## src/rtl/dpu_pkg.sv

```systemverilog
// Shared types and constants for the DPU convolution layer sequencer.
package dpu_pkg;

    localparam int MAX_MACS_DEF = 1152;
    localparam int DIM_W        = 9;
    localparam int CH_W         = 11;
    localparam int MACS_W       = 11;
    localparam int ACT_AW       = 24;
    localparam int W_AW         = 22;
    localparam int OUT_AW       = 24;
    localparam int BIAS_AW      = 10;

    typedef enum logic [2:0] {
        ST_IDLE,
        ST_LOAD,
        ST_ISSUE,
        ST_RUN,
        ST_WRITE,
        ST_ADV,
        ST_DONE
    } seq_state_t;

    typedef struct packed {
        logic [DIM_W-1:0] in_h;
        logic [DIM_W-1:0] in_w;
        logic [CH_W-1:0]  in_c;
        logic [CH_W-1:0]  out_c;
        logic             k3;
        logic             stride2;
        logic             pad;
    } cfg_t;

    // Wide enough for any 11-bit channel count times 9 so oversize requests are seen.
    function automatic logic [14:0] macs_needed(input logic [CH_W-1:0] in_c, input logic k3);
        return k3 ? (({4'd0, in_c} << 3) + {4'd0, in_c}) : {4'd0, in_c};
    endfunction

    // Caller guarantees in_d + 2*pad >= k, so the span never underflows.
    function automatic logic [DIM_W-1:0] out_dim(input logic [DIM_W-1:0] in_d, input logic k3,
                                                 input logic pad, input logic stride2);
        logic [DIM_W:0] span;
        span = {1'b0, in_d} + (pad ? (DIM_W+1)'(2) : (DIM_W+1)'(0)) - (k3 ? (DIM_W+1)'(3) : (DIM_W+1)'(1));
        return (stride2 ? span[DIM_W:1] : span[DIM_W-1:0]) + DIM_W'(1);
    endfunction

endpackage

```

## src/rtl/conv_addr_gen.sv

```systemverilog
// Kernel-walk counters plus activation/weight address generation for one output pixel.
// Addresses trail an eng_mac_index change by two cycles (act) / one cycle (weight); no backpressure.
module conv_addr_gen
    import dpu_pkg::*;
(
    input  logic              clk,
    input  logic              rst_n,
    input  logic              clear,
    input  logic              run,
    input  logic [DIM_W-1:0]  in_h,
    input  logic [DIM_W-1:0]  in_w,
    input  logic [CH_W-1:0]   in_c,
    input  logic              k3,
    input  logic              stride2,
    input  logic              pad,
    input  logic [DIM_W-1:0]  oy,
    input  logic [DIM_W-1:0]  ox,
    input  logic [CH_W-1:0]   oc,
    input  logic [MACS_W-1:0] macs_count,
    input  logic [MACS_W-1:0] mac_index,
    output logic [ACT_AW-1:0] act_addr,
    output logic              act_zero,
    output logic [W_AW-1:0]   w_addr
);

    logic [1:0]        ky, kx, kmax;
    logic [CH_W-1:0]   ic;
    logic [MACS_W-1:0] prev_idx;
    logic [DIM_W:0]    iy_p, ix_p, iy, ix;
    logic              outside;
    logic [ACT_AW-1:0] act_lin;

    assign kmax = k3 ? 2'd2 : 2'd0;

    always_ff @(posedge clk or negedge rst_n) begin
        if (!rst_n) begin
            ky       <= '0;
            kx       <= '0;
            ic       <= '0;
            prev_idx <= '0;
        end else if (clear) begin
            ky       <= '0;
            kx       <= '0;
            ic       <= '0;
            prev_idx <= '0;
        end else if (run) begin
            prev_idx <= mac_index;
            if (mac_index != prev_idx) begin
                if (ic == in_c - CH_W'(1)) begin
                    ic <= '0;
                    if (kx == kmax) begin
                        kx <= '0;
                        ky <= ky + 2'd1;
                    end else begin
                        kx <= kx + 2'd1;
                    end
                end else begin
                    ic <= ic + CH_W'(1);
                end
            end
        end
    end

    // Removing the pad from position zero wraps to a huge value, so one compare covers both edges.
    assign iy_p    = (stride2 ? {oy, 1'b0} : {1'b0, oy}) + {8'd0, ky};
    assign ix_p    = (stride2 ? {ox, 1'b0} : {1'b0, ox}) + {8'd0, kx};
    assign iy      = iy_p - {9'd0, pad};
    assign ix      = ix_p - {9'd0, pad};
    assign outside = (iy >= {1'b0, in_h}) || (ix >= {1'b0, in_w});
    assign act_lin = (ACT_AW'(iy) * ACT_AW'(in_w) + ACT_AW'(ix)) * ACT_AW'(in_c) + ACT_AW'(ic);

    always_ff @(posedge clk or negedge rst_n) begin
        if (!rst_n) begin
            act_addr <= '0;
            act_zero <= 1'b0;
            w_addr   <= '0;
        end else if (run) begin
            act_zero <= outside;
            act_addr <= outside ? '0 : act_lin;
            w_addr   <= W_AW'(oc) * W_AW'(macs_count) + W_AW'(mac_index);
        end
    end

endmodule

```

## src/rtl/conv_layer_seq.sv

```systemverilog
// Layer sequencer: walks oy/ox/oc, launches the per-pixel engine and writes each int8 result.
// Four cycles of overhead per pixel plus engine time; start while busy is dropped.
module conv_layer_seq
    import dpu_pkg::*;
#(
    parameter int MAX_MACS = MAX_MACS_DEF
) (
    input  logic                clk,
    input  logic                rst_n,
    input  logic                start,
    input  logic [DIM_W-1:0]    cfg_in_h,
    input  logic [DIM_W-1:0]    cfg_in_w,
    input  logic [CH_W-1:0]     cfg_in_c,
    input  logic [CH_W-1:0]     cfg_out_c,
    input  logic                cfg_k3,
    input  logic                cfg_stride2,
    input  logic                cfg_pad,
    output logic                busy,
    output logic                done,
    output logic                cfg_err,
    output logic                eng_start,
    output logic [MACS_W-1:0]   eng_macs_count,
    input  logic [MACS_W-1:0]   eng_mac_index,
    input  logic                eng_done,
    input  logic signed [7:0]   eng_result,
    output logic [ACT_AW-1:0]   act_addr,
    output logic                act_zero,
    output logic [W_AW-1:0]     w_addr,
    output logic [BIAS_AW-1:0]  bias_addr,
    output logic                out_we,
    output logic [OUT_AW-1:0]   out_addr,
    output logic signed [7:0]   out_data
);

    seq_state_t         state, state_nxt;
    cfg_t               cfg_q;
    logic [DIM_W-1:0]   out_h, out_w, oy, ox, oh_calc, ow_calc;
    logic [CH_W-1:0]    oc;
    logic [MACS_W-1:0]  macs_q;
    logic signed [7:0]  result_q;
    logic [OUT_AW-1:0]  out_addr_q, pix_addr;
    logic               cfg_err_q;
    logic [14:0]        macs_req;
    logic [DIM_W:0]     h_span, w_span, k_span;
    logic               cfg_ok, accept, last_pixel;

    assign macs_req = macs_needed(cfg_in_c, cfg_k3);
    assign k_span   = cfg_k3 ? (DIM_W+1)'(3) : (DIM_W+1)'(1);
    assign h_span   = {1'b0, cfg_in_h} + (cfg_pad ? (DIM_W+1)'(2) : (DIM_W+1)'(0));
    assign w_span   = {1'b0, cfg_in_w} + (cfg_pad ? (DIM_W+1)'(2) : (DIM_W+1)'(0));
    // A kernel wider than the padded map would give an empty output plane; treat it as a zero dimension.
    assign cfg_ok   = (macs_req <= 15'(MAX_MACS)) && (cfg_in_h != '0) && (cfg_in_w != '0)
                   && (cfg_in_c != '0) && (cfg_out_c != '0) && !(cfg_pad && !cfg_k3)
                   && (h_span >= k_span) && (w_span >= k_span);
    assign accept   = (state == ST_IDLE) && start && cfg_ok;

    assign oh_calc    = out_dim(cfg_q.in_h, cfg_q.k3, cfg_q.pad, cfg_q.stride2);
    assign ow_calc    = out_dim(cfg_q.in_w, cfg_q.k3, cfg_q.pad, cfg_q.stride2);
    assign last_pixel = (oy == out_h - DIM_W'(1)) && (ox == out_w - DIM_W'(1))
                     && (oc == cfg_q.out_c - CH_W'(1));
    assign pix_addr   = (OUT_AW'(oy) * OUT_AW'(out_w) + OUT_AW'(ox)) * OUT_AW'(cfg_q.out_c) + OUT_AW'(oc);

    always_ff @(posedge clk or negedge rst_n) begin
        if (!rst_n) state <= ST_IDLE;
        else        state <= state_nxt;
    end

    always_comb begin
        state_nxt = state;
        unique case (state)
            ST_IDLE:  if (start && cfg_ok) state_nxt = ST_LOAD;
            ST_LOAD:  state_nxt = ST_ISSUE;
            ST_ISSUE: state_nxt = ST_RUN;
            ST_RUN:   if (eng_done) state_nxt = ST_WRITE;
            ST_WRITE: state_nxt = ST_ADV;
            ST_ADV:   state_nxt = last_pixel ? ST_DONE : ST_ISSUE;
            ST_DONE:  state_nxt = ST_IDLE;
            default:  state_nxt = ST_IDLE;
        endcase
    end

    always_comb begin
        busy      = (state != ST_IDLE);
        eng_start = (state == ST_ISSUE);
        out_we    = (state == ST_WRITE);
        done      = (state == ST_DONE);
    end

    always_ff @(posedge clk or negedge rst_n) begin
        if (!rst_n) begin
            cfg_q      <= '0;
            out_h      <= '0;
            out_w      <= '0;
            macs_q     <= '0;
            oy         <= '0;
            ox         <= '0;
            oc         <= '0;
            result_q   <= '0;
            out_addr_q <= '0;
            cfg_err_q  <= 1'b0;
        end else begin
            cfg_err_q <= (state == ST_IDLE) && start && !cfg_ok;
            if (accept) begin
                cfg_q <= '{in_h: cfg_in_h, in_w: cfg_in_w, in_c: cfg_in_c, out_c: cfg_out_c,
                           k3: cfg_k3, stride2: cfg_stride2, pad: cfg_pad};
            end
            case (state)
                ST_LOAD: begin
                    out_h  <= oh_calc;
                    out_w  <= ow_calc;
                    macs_q <= cfg_q.k3 ? ((cfg_q.in_c << 3) + cfg_q.in_c) : cfg_q.in_c;
                    oy     <= '0;
                    ox     <= '0;
                    oc     <= '0;
                end
                ST_RUN: begin
                    if (eng_done) begin
                        result_q   <= eng_result;
                        out_addr_q <= pix_addr;
                    end
                end
                ST_ADV: begin
                    if (oc == cfg_q.out_c - CH_W'(1)) begin
                        oc <= '0;
                        if (ox == out_w - DIM_W'(1)) begin
                            ox <= '0;
                            oy <= (oy == out_h - DIM_W'(1)) ? '0 : oy + DIM_W'(1);
                        end else begin
                            ox <= ox + DIM_W'(1);
                        end
                    end else begin
                        oc <= oc + CH_W'(1);
                    end
                end
                default: ;
            endcase
        end
    end

    assign cfg_err        = cfg_err_q;
    assign eng_macs_count = macs_q;
    assign bias_addr      = oc[BIAS_AW-1:0];
    assign out_addr       = out_addr_q;
    assign out_data       = result_q;

    conv_addr_gen u_addr_gen (
        .clk        (clk),
        .rst_n      (rst_n),
        .clear      (state == ST_ISSUE),
        .run        (state == ST_RUN),
        .in_h       (cfg_q.in_h),
        .in_w       (cfg_q.in_w),
        .in_c       (cfg_q.in_c),
        .k3         (cfg_q.k3),
        .stride2    (cfg_q.stride2),
        .pad        (cfg_q.pad),
        .oy         (oy),
        .ox         (ox),
        .oc         (oc),
        .macs_count (macs_q),
        .mac_index  (eng_mac_index),
        .act_addr   (act_addr),
        .act_zero   (act_zero),
        .w_addr     (w_addr)
    );

endmodule

```

## config.mk

```make
export PLATFORM = sky130hd
export DESIGN_NAME = conv_layer_seq
export DESIGN_NICKNAME = d
export VERILOG_FILES = /design/src/rtl/dpu_pkg.sv /design/src/rtl/conv_addr_gen.sv /design/src/rtl/conv_layer_seq.sv
export SDC_FILE = /design/constraint.sdc
export NUM_CORES = 2
export LEC_CHECK = 0
export ABC_AREA = 1
export CAP_MARGIN = 10
export CORE_ASPECT_RATIO = 0.8
export CORE_MARGIN = 4
export CORE_UTILIZATION = 50
export DETAILED_ROUTE_END_ITERATION = 8
export PLACE_DENSITY = 0.72
export SLEW_MARGIN = 20
export SYNTH_ARGS = -nofsm -noshare
export SYNTH_HDL_FRONTEND = slang
export SYNTH_SLANG_ARGS = --single-unit
```

## constraint.sdc

```tcl
create_clock -name clk -period 13.85 [get_ports clk]
set_input_delay 2.77 -clock clk [delete_from_list [all_inputs] [get_ports clk]]
set_output_delay 2.77 -clock clk [all_outputs]
set_load 0.1 [all_outputs]
```

## After elaboration in Yosys (flattened, before gate mapping)

Cells that the tools add are included.

| operators by class | value |
|---|---|
| add/subtract/negate cells | 29 |
| divide/modulo/power cells | 0 |
| reduce and logical (&&, ||, !) cells | 36 |
| multiplexer cells | 41 |
| bitwise gates (word level) | 0 |
| $lt $le $gt $ge | 5 |
| eq/ne operators | 16 |
| multipliers | 5 |
| shift-type cells | 0 |

Operators by type and width:

| kind | count |
|---|---|
| two-way mux 11 bit | 8 |
| two-way mux 9 bit | 7 |
| adder 24 x 11 -> 24 bit | 2 |
| adder 9 x 1 -> 9 bit (second input constant) | 4 |
| one-hot mux 9 bit (2 select lines) | 2 |
| two-way mux 2 bit | 15 |
| multiplier 19 x 11 -> 24 bit | 1 |
| multiplier 24 x 11 -> 24 bit | 1 |
| two-way mux 24 bit | 1 |
| adder 11 x 1 -> 11 bit (second input constant) | 2 |
| adder 22 x 11 -> 22 bit | 1 |
| == test 11 bit | 2 |
| multiplier 11 x 11 -> 22 bit | 1 |
| one-hot mux 11 bit (2 select lines) | 1 |
| nonzero test 11 bit | 2 |
| subtractor 11 x 1 -> 11 bit (second input constant) | 2 |
| adder 10 x 2 -> 10 bit | 2 |
| adder 19 x 10 -> 20 bit | 1 |
| adder 9 x 10 -> 10 bit | 2 |
| adder 9 x 2 -> 10 bit | 2 |
| >= comparator 10 x 2 -> 1 bit | 2 |
| >= comparator 10 x 9 -> 1 bit | 2 |
| two-way mux 10 bit | 2 |
| subtractor 10 x 1 -> 10 bit | 2 |
| other kinds (31) | 65 |

| storage, ports and cells | value |
|---|---|
| bits in writable memories | 0 |
| flip-flop bits (word level) | 210 |
| input port bits | 66 |
| memories kept | 0 |
| word-level logic and storage cells | 156 |
| ROM bits | 0 |
| latch bits | 0 |

## Depth between registers and ports, before layout

| logic depth | value |
|---|---|
| depth after elaboration | 13 |
| depth in mapped cells | 60 |
| depth with buffers taken out | 58 |

## Cells and area by module

Synthesis repeated with hierarchy kept, for this count alone.

| unflattened totals | value |
|---|---|
| cells, all modules | 4980 |
| area total of the unflattened synthesis | 37409.6 um2 |

Modules (own cells, without submodules):

| module | cells each | times used | area an instance (um2) | seq. area each (um2) |
|---|---|---|---|---|
| conv_addr_gen | 2567 | 1 | 19208.4 | 1826.8 |
| conv_layer_seq | 2413 | 1 | 18201.2 | 3428.3 |

## Least setup slack after synthesis

No wires, ideal clock.

| path | value |
|---|---|
| kind | register to register |
| start point | register cfg_q[1] (netlist bit) |
| end point | register u_addr_gen.act_addr[21] |
| cell stages (with the launch flop) | 51 |
| path slack | 2.814 ns |
| library setup time | 0.125 ns |
| data arrival time | 10.912 ns |
| period minus slack after synthesis | 11.036 ns |
| cells stage by stage | dfrtp_1 > clkbuf_1 > clkbuf_1 > clkbuf_1 > o21ai_0 > ha_1 > fa_1 > o21bai_1 > a21oi_1 > inv_1 > nand2_1 > nand2_1 > a21oi_1 > or2_2 > nand2_1 > a21oi_1 > xor2_1 > inv_1 > [... 15 more ...] > nand2_1 > fa_1 > fa_1 > fa_1 > inv_1 > fa_1 > inv_1 > fa_1 > inv_1 > ha_1 > a21oi_1 > o21a_1 > o21ai_0 > a21boi_1 > o21bai_1 > a31oi_1 > xor2_1 > o21ai_1 |

| on the way | value |
|---|---|
| word-level cells in the longest chain between the ends | 8 |
| elaborated cells between the ends (all ways) | 14 |
| those cells by class | 6 x add/sub; 2 x mul; 2 x order compare; 3 x mux; 1 x reduce/logical |

Ends and longest elaborated chain:

| what | RTL line | RTL |
|---|---|---|
| start, declared | conv_layer_seq.sv:36 | `cfg_t cfg_q;` |
| start signal, assigned | conv_layer_seq.sv:104 | `cfg_q <= '{in_h: cfg_in_h, in_w: cfg_in_w, in_c: cfg_in_c, out_c: cfg_out_c,` |
| two-way mux 10 bit | conv_addr_gen.sv:65 | `assign iy_p = (stride2 ? {oy, 1'b0} : {1'b0, oy}) + {8'd0, ky};` |
| adder 10 x 2 -> 10 bit | conv_addr_gen.sv:65 |  |
| subtractor 10 x 1 -> 10 bit | conv_addr_gen.sv:67 | `assign iy = iy_p - {9'd0, pad};` |
| multiplier 10 x 9 -> 19 bit | conv_addr_gen.sv:70 | `assign act_lin = (ACT_AW'(iy) * ACT_AW'(in_w) + ACT_AW'(ix)) * ACT_AW'(in_c) + ACT_AW'(ic);` |
| adder 19 x 10 -> 20 bit | conv_addr_gen.sv:70 |  |
| multiplier 24 x 11 -> 24 bit | conv_addr_gen.sv:70 |  |
| adder 24 x 11 -> 24 bit | conv_addr_gen.sv:70 |  |
| two-way mux 24 bit (*) | conv_addr_gen.sv:79 | `act_addr <= outside ? '0 : act_lin;` |
| end signal, assigned | conv_addr_gen.sv:79 |  |
| end, declared | conv_addr_gen.sv:21 | `output logic [ACT_AW-1:0] act_addr,` |

Mark *: on every way between the ends. The rest lies on a longest branch, timed or not.
A chain may end at the register's enable or synchronous reset.

## Worst setup path after layout

| path | value |
|---|---|
| start point | register cfg_q[1] (netlist bit) |
| end point | register u_addr_gen.act_addr[23] |

The elaborated chain is that of the path after synthesis.

==> results_dict.tcl <==
set metrics [dict create \
    synth-simple-area-share_pct 20.3 \
    number_of_global_route_vias_before_repair 31000 \
    drtAntennaViolNets 0 \
    cts_setup_buffers 0 \
    place_inst 5803 \
    yosys.cell_count.top_type "sky130_fd_sc_hd__nand2_1" \
    number_of_antenna_violations_at_the_first_check_in_global_routing 0 \
    worst_pin_slew_ns 1.14 \
    clock_tree.buffer_depth 3 \
    max_freq_mhz 81.2 \
    cts_resized 0 \
    grt_setup_unrepaired "no" \
    critical_path.reg2reg.startpoint "cfg_q[1]" \
    critPathCaptureType "flop" \
    max-slew-margin-rel_pct 24.0 \
    firstDrtPassIters 6 \
    tritoncts.num_buffers 25 \
    r2r_setup_slack_ns 1.53 \
    final_design_utilization_pct 55.2 \
    design.core.area_mm2 0.0724 \
    synth.top_cells.by_count "1,193 x sky130_fd_sc_hd__nand2_1, 1,050 x sky130_fd_sc_hd__inv_1, 522 x sky130_fd_sc_hd__fa_1, 366 x sky130_fd_sc_hd__ha_1, 329 x sky130_fd_sc_hd__nor2_1" \
    setup.worst_path.class "flop to flop" \
    place.detailed.hpwl_mm 78.3 \
    insertion_delay_of_the_later_clocked_pin_in_the_worst_skew_pair_ns 0.59 \
    worstPathRequired_ns 14.35 \
    worst_path_max_delay_cell "sky130_fd_sc_hd__dfrtp_1" \
    aggregate_routed_wire_length_mm 97.3 \
    yosys_most_used_dff "sky130_fd_sc_hd__dfrtp_1" \
    area_delta_synth_final_pct 8.95 \
    path_common_cell "sky130_fd_sc_hd__nand2_1" \
    finish.net_count 5839 \
    maximum_number_of_pins_on_one_net_before_global_route_repair 89 \
    synth_top_area_share_pct 28.5 \
    h_tree_depth 1 \
    netlist-cell-type-count 58 \
    avgSynthCellArea_um2 7.62 \
    std_cell_rows 88 \
    worst_hold_path_type "flop to flop" \
    synth_compound_area_share_pct 7.20 \
    die_area_mm2 0.0778 \
    final_layout_size_suffix_gt1_share_pct 2.28 \
    drv.max_cap_violation_count 0 \
    post-route-period-util_pct 89.0 \
    place_congestion 0.917 \
    report.final.slew_viol_count 0 \
    async_reset_ff_share_pct 100 \
    fillerInstances 6742 \
    skew_ns 0.0305 \
    cts_root_buffer "sky130_fd_sc_hd__clkbuf_16" \
    critical_path.max_fanout 33 \
    synth-warning-count 0 \
    cts_tree "done" \
    dr.first_iter.drc_count 2375 \
    synth_top_cell_by_area "sky130_fd_sc_hd__fa_1" \
    netlist_top_cells_area "sky130_fd_sc_hd__fa_1 28%, sky130_fd_sc_hd__dfrtp_1 14%, sky130_fd_sc_hd__ha_1 12%" \
    critPathArrivalTime_ns 12.82 \
    syn-num-nets 5771 \
    period_needed_ns 12.32 \
    detailed_route_vias_per_instance 5.28 \
    cts_hold_repair.buffers 0 \
    adder_cell_fraction_of_synth_area_pct 40.9 \
    width_of_the_chip_um 311 \
    synth-edff-count 0 \
    hold_path.startpoint "out_data[5]" \
    netlist_instances 4817 \
    drc 0 \
    setup-tns-final_ns 0 \
    clock_sinks 210 \
    muxShareOfSynthArea_pct 0.0273 \
    grt.overflow.total 0 \
    via_count 30900 \
    initial_core_util_pct 50.7 \
    worstSetupStartpoint "cfg_q[1]" \
    finalNonFillerCells 5849 \
    clock_transition_at_the_registers_of_the_reported_paths_ns 0.07 \
    start_kind "flop" \
    cp_slowest_stage_delay_ns 0.74 \
    routedWlPerCell_um 16.6 \
    num_io_pins 171 \
    report.final.setup_viol 0 \
    outcome "completed" \
    grt_pass1_wl_mm 163 \
    synth-xor-area-share_pct 4.38 \
    yosysSeqAreaShare_pct 14.3 \
    synth.ff_latch_count 210 \
    grt_util_all_layers_pct 25.5 \
    die_h_um 250 \
    place.port_buffers 170 \
    synth_area_mm2 0.0367 \
    synth_top_family_by_area "adder cells" \
    finalHoldViolCount 0 \
]
==> cell usage in the layout, fill, tap and decap left out, types with 4 or more instances in the layout <==
cell and instances:
sky130_fd_sc_hd__nand2_2 4, sky130_fd_sc_hd__xor2_1 123, sky130_fd_sc_hd__inv_2 12, sky130_fd_sc_hd__or2_2 12
sky130_fd_sc_hd__nor2_2 5, sky130_fd_sc_hd__clkinv_2 7, sky130_fd_sc_hd__inv_1 1049, sky130_fd_sc_hd__xnor2_1 55
sky130_fd_sc_hd__buf_4 19, sky130_fd_sc_hd__and2_1 4, sky130_fd_sc_hd__clkbuf_16 25, sky130_fd_sc_hd__nand2_1 1193
sky130_fd_sc_hd__o21ai_1 25, sky130_fd_sc_hd__nand3b_1 10, sky130_fd_sc_hd__dfrtp_1 210, sky130_fd_sc_hd__nor3b_1 4
sky130_fd_sc_hd__bufinv_16 5, sky130_fd_sc_hd__a31oi_1 13, sky130_fd_sc_hd__nor3_1 59, sky130_fd_sc_hd__o21ai_0 168
sky130_fd_sc_hd__nor2_1 327, sky130_fd_sc_hd__ha_1 366, sky130_fd_sc_hd__o22ai_1 17, sky130_fd_sc_hd__o211ai_1 7
sky130_fd_sc_hd__fa_1 522, sky130_fd_sc_hd__nand4_1 41, sky130_fd_sc_hd__a21oi_1 167, sky130_fd_sc_hd__a21o_1 7
sky130_fd_sc_hd__nor4_1 13, sky130_fd_sc_hd__nand3_1 162, sky130_fd_sc_hd__a22o_1 5, sky130_fd_sc_hd__o31ai_1 11
sky130_fd_sc_hd__o21a_1 12, sky130_fd_sc_hd__clkdlybuf4s50_1 169, sky130_fd_sc_hd__o21ai_2 5, sky130_fd_sc_hd__o21bai_1 15
sky130_fd_sc_hd__clkinv_1 11
==> state kept, by name, indices dropped and copies added, names as in the netlist <==
register and count:
eng_macs_count 11, out_h 9, u_addr_gen.ky 2, u_addr_gen.act_zero 1, cfg_q 43, oc 11, out_data 8, u_addr_gen.kx 2
u_addr_gen.w_addr 22, out_w 9, u_addr_gen.ic 11, u_addr_gen.act_addr 24, cfg_err 1, oy 9, out_addr 24, state 3
u_addr_gen.prev_idx 11, ox 9
==> per-layer routing <==
metal  GRT usage (%)  vias to the layer above  wire length (um)
met5            1.54                        -               168
li1                -                    14700                 -
met1            37.6                    14800             44900
met2            38.6                     1142             41300
met3            5.29                      134              8430
met4            5.93                        2              2390
==> critical path, delay by kind of cell (launching register included) <==
family / cells / cell delay, ns
AO/OA/AOI/OAI: 7 / 1.15
AND/OR/NAND/NOR: 16 / 1.70
adder cells (fa/ha/maj): 13 / 6.05
flip-flops: 1 / 0.74
XOR/XNOR: 2 / 1.20
buffers and inverters: 10 / 1.41
==> worst paths after layout <==
path,to,cells past startpoint
worst max-delay path,u_addr_gen.act_addr[23],48
worst min-delay path,out_data[5],2
worst max register to register,u_addr_gen.act_addr[23],48
worst min register to register,out_data[5],2
max in group asynchronous,out_addr[16],2
min in group asynchronous,out_h[6],1
==> per-stage QoR <==
| step | hold slack [ns] | setup slack (ns) | cell area, um^2 |
|---|---|---|---|
| global route | 0.488 | 0.657 | 40000 |
| floorplan | 0.442 | 2.81 | 36700 |
| global placement | 0.454 | 1.94 | 39100 |
| finish | 0.473 | 1.53 | 40000 |
| detailed placement | 0.460 | 1.75 | 39100 |
| CTS | 0.475 | 1.62 | 40000 |
==> final cells by class <==
| type | instances | area, um^2 | share of cell area [%] |
|---|---|---|---|
| tap | 945 | 1180 | 2.96 |
| inverter | 1074 | 4040 | 10.1 |
| antenna | 1 | 2.50 | 0.00626 |
| multi-input combinational | 3385 | 26800 | 66.9 |
| clock inverter | 14 | 216 | 0.541 |
| sequential | 210 | 5260 | 13.1 |
| timing repair buffer | 189 | 1850 | 4.62 |
| clock buffer | 31 | 678 | 1.70 |
==> cells by family (layout without fill, tap and decap cells) <==
logic type                 after synthesis  count (layout)
AOI/OAI and AO/OA                      473             473
xor gates and xnor gates               181             181
adders and majority gates              888             888
buffers and inverters                 1222            1308
DFF                                    210             210
muxes                                    1               1
other                                    0               1
and+or+nand+nor                       1842            1842
Power is not shown: default switching activity piles up to over one toggle a cycle in this logic, so the estimate is an artifact.
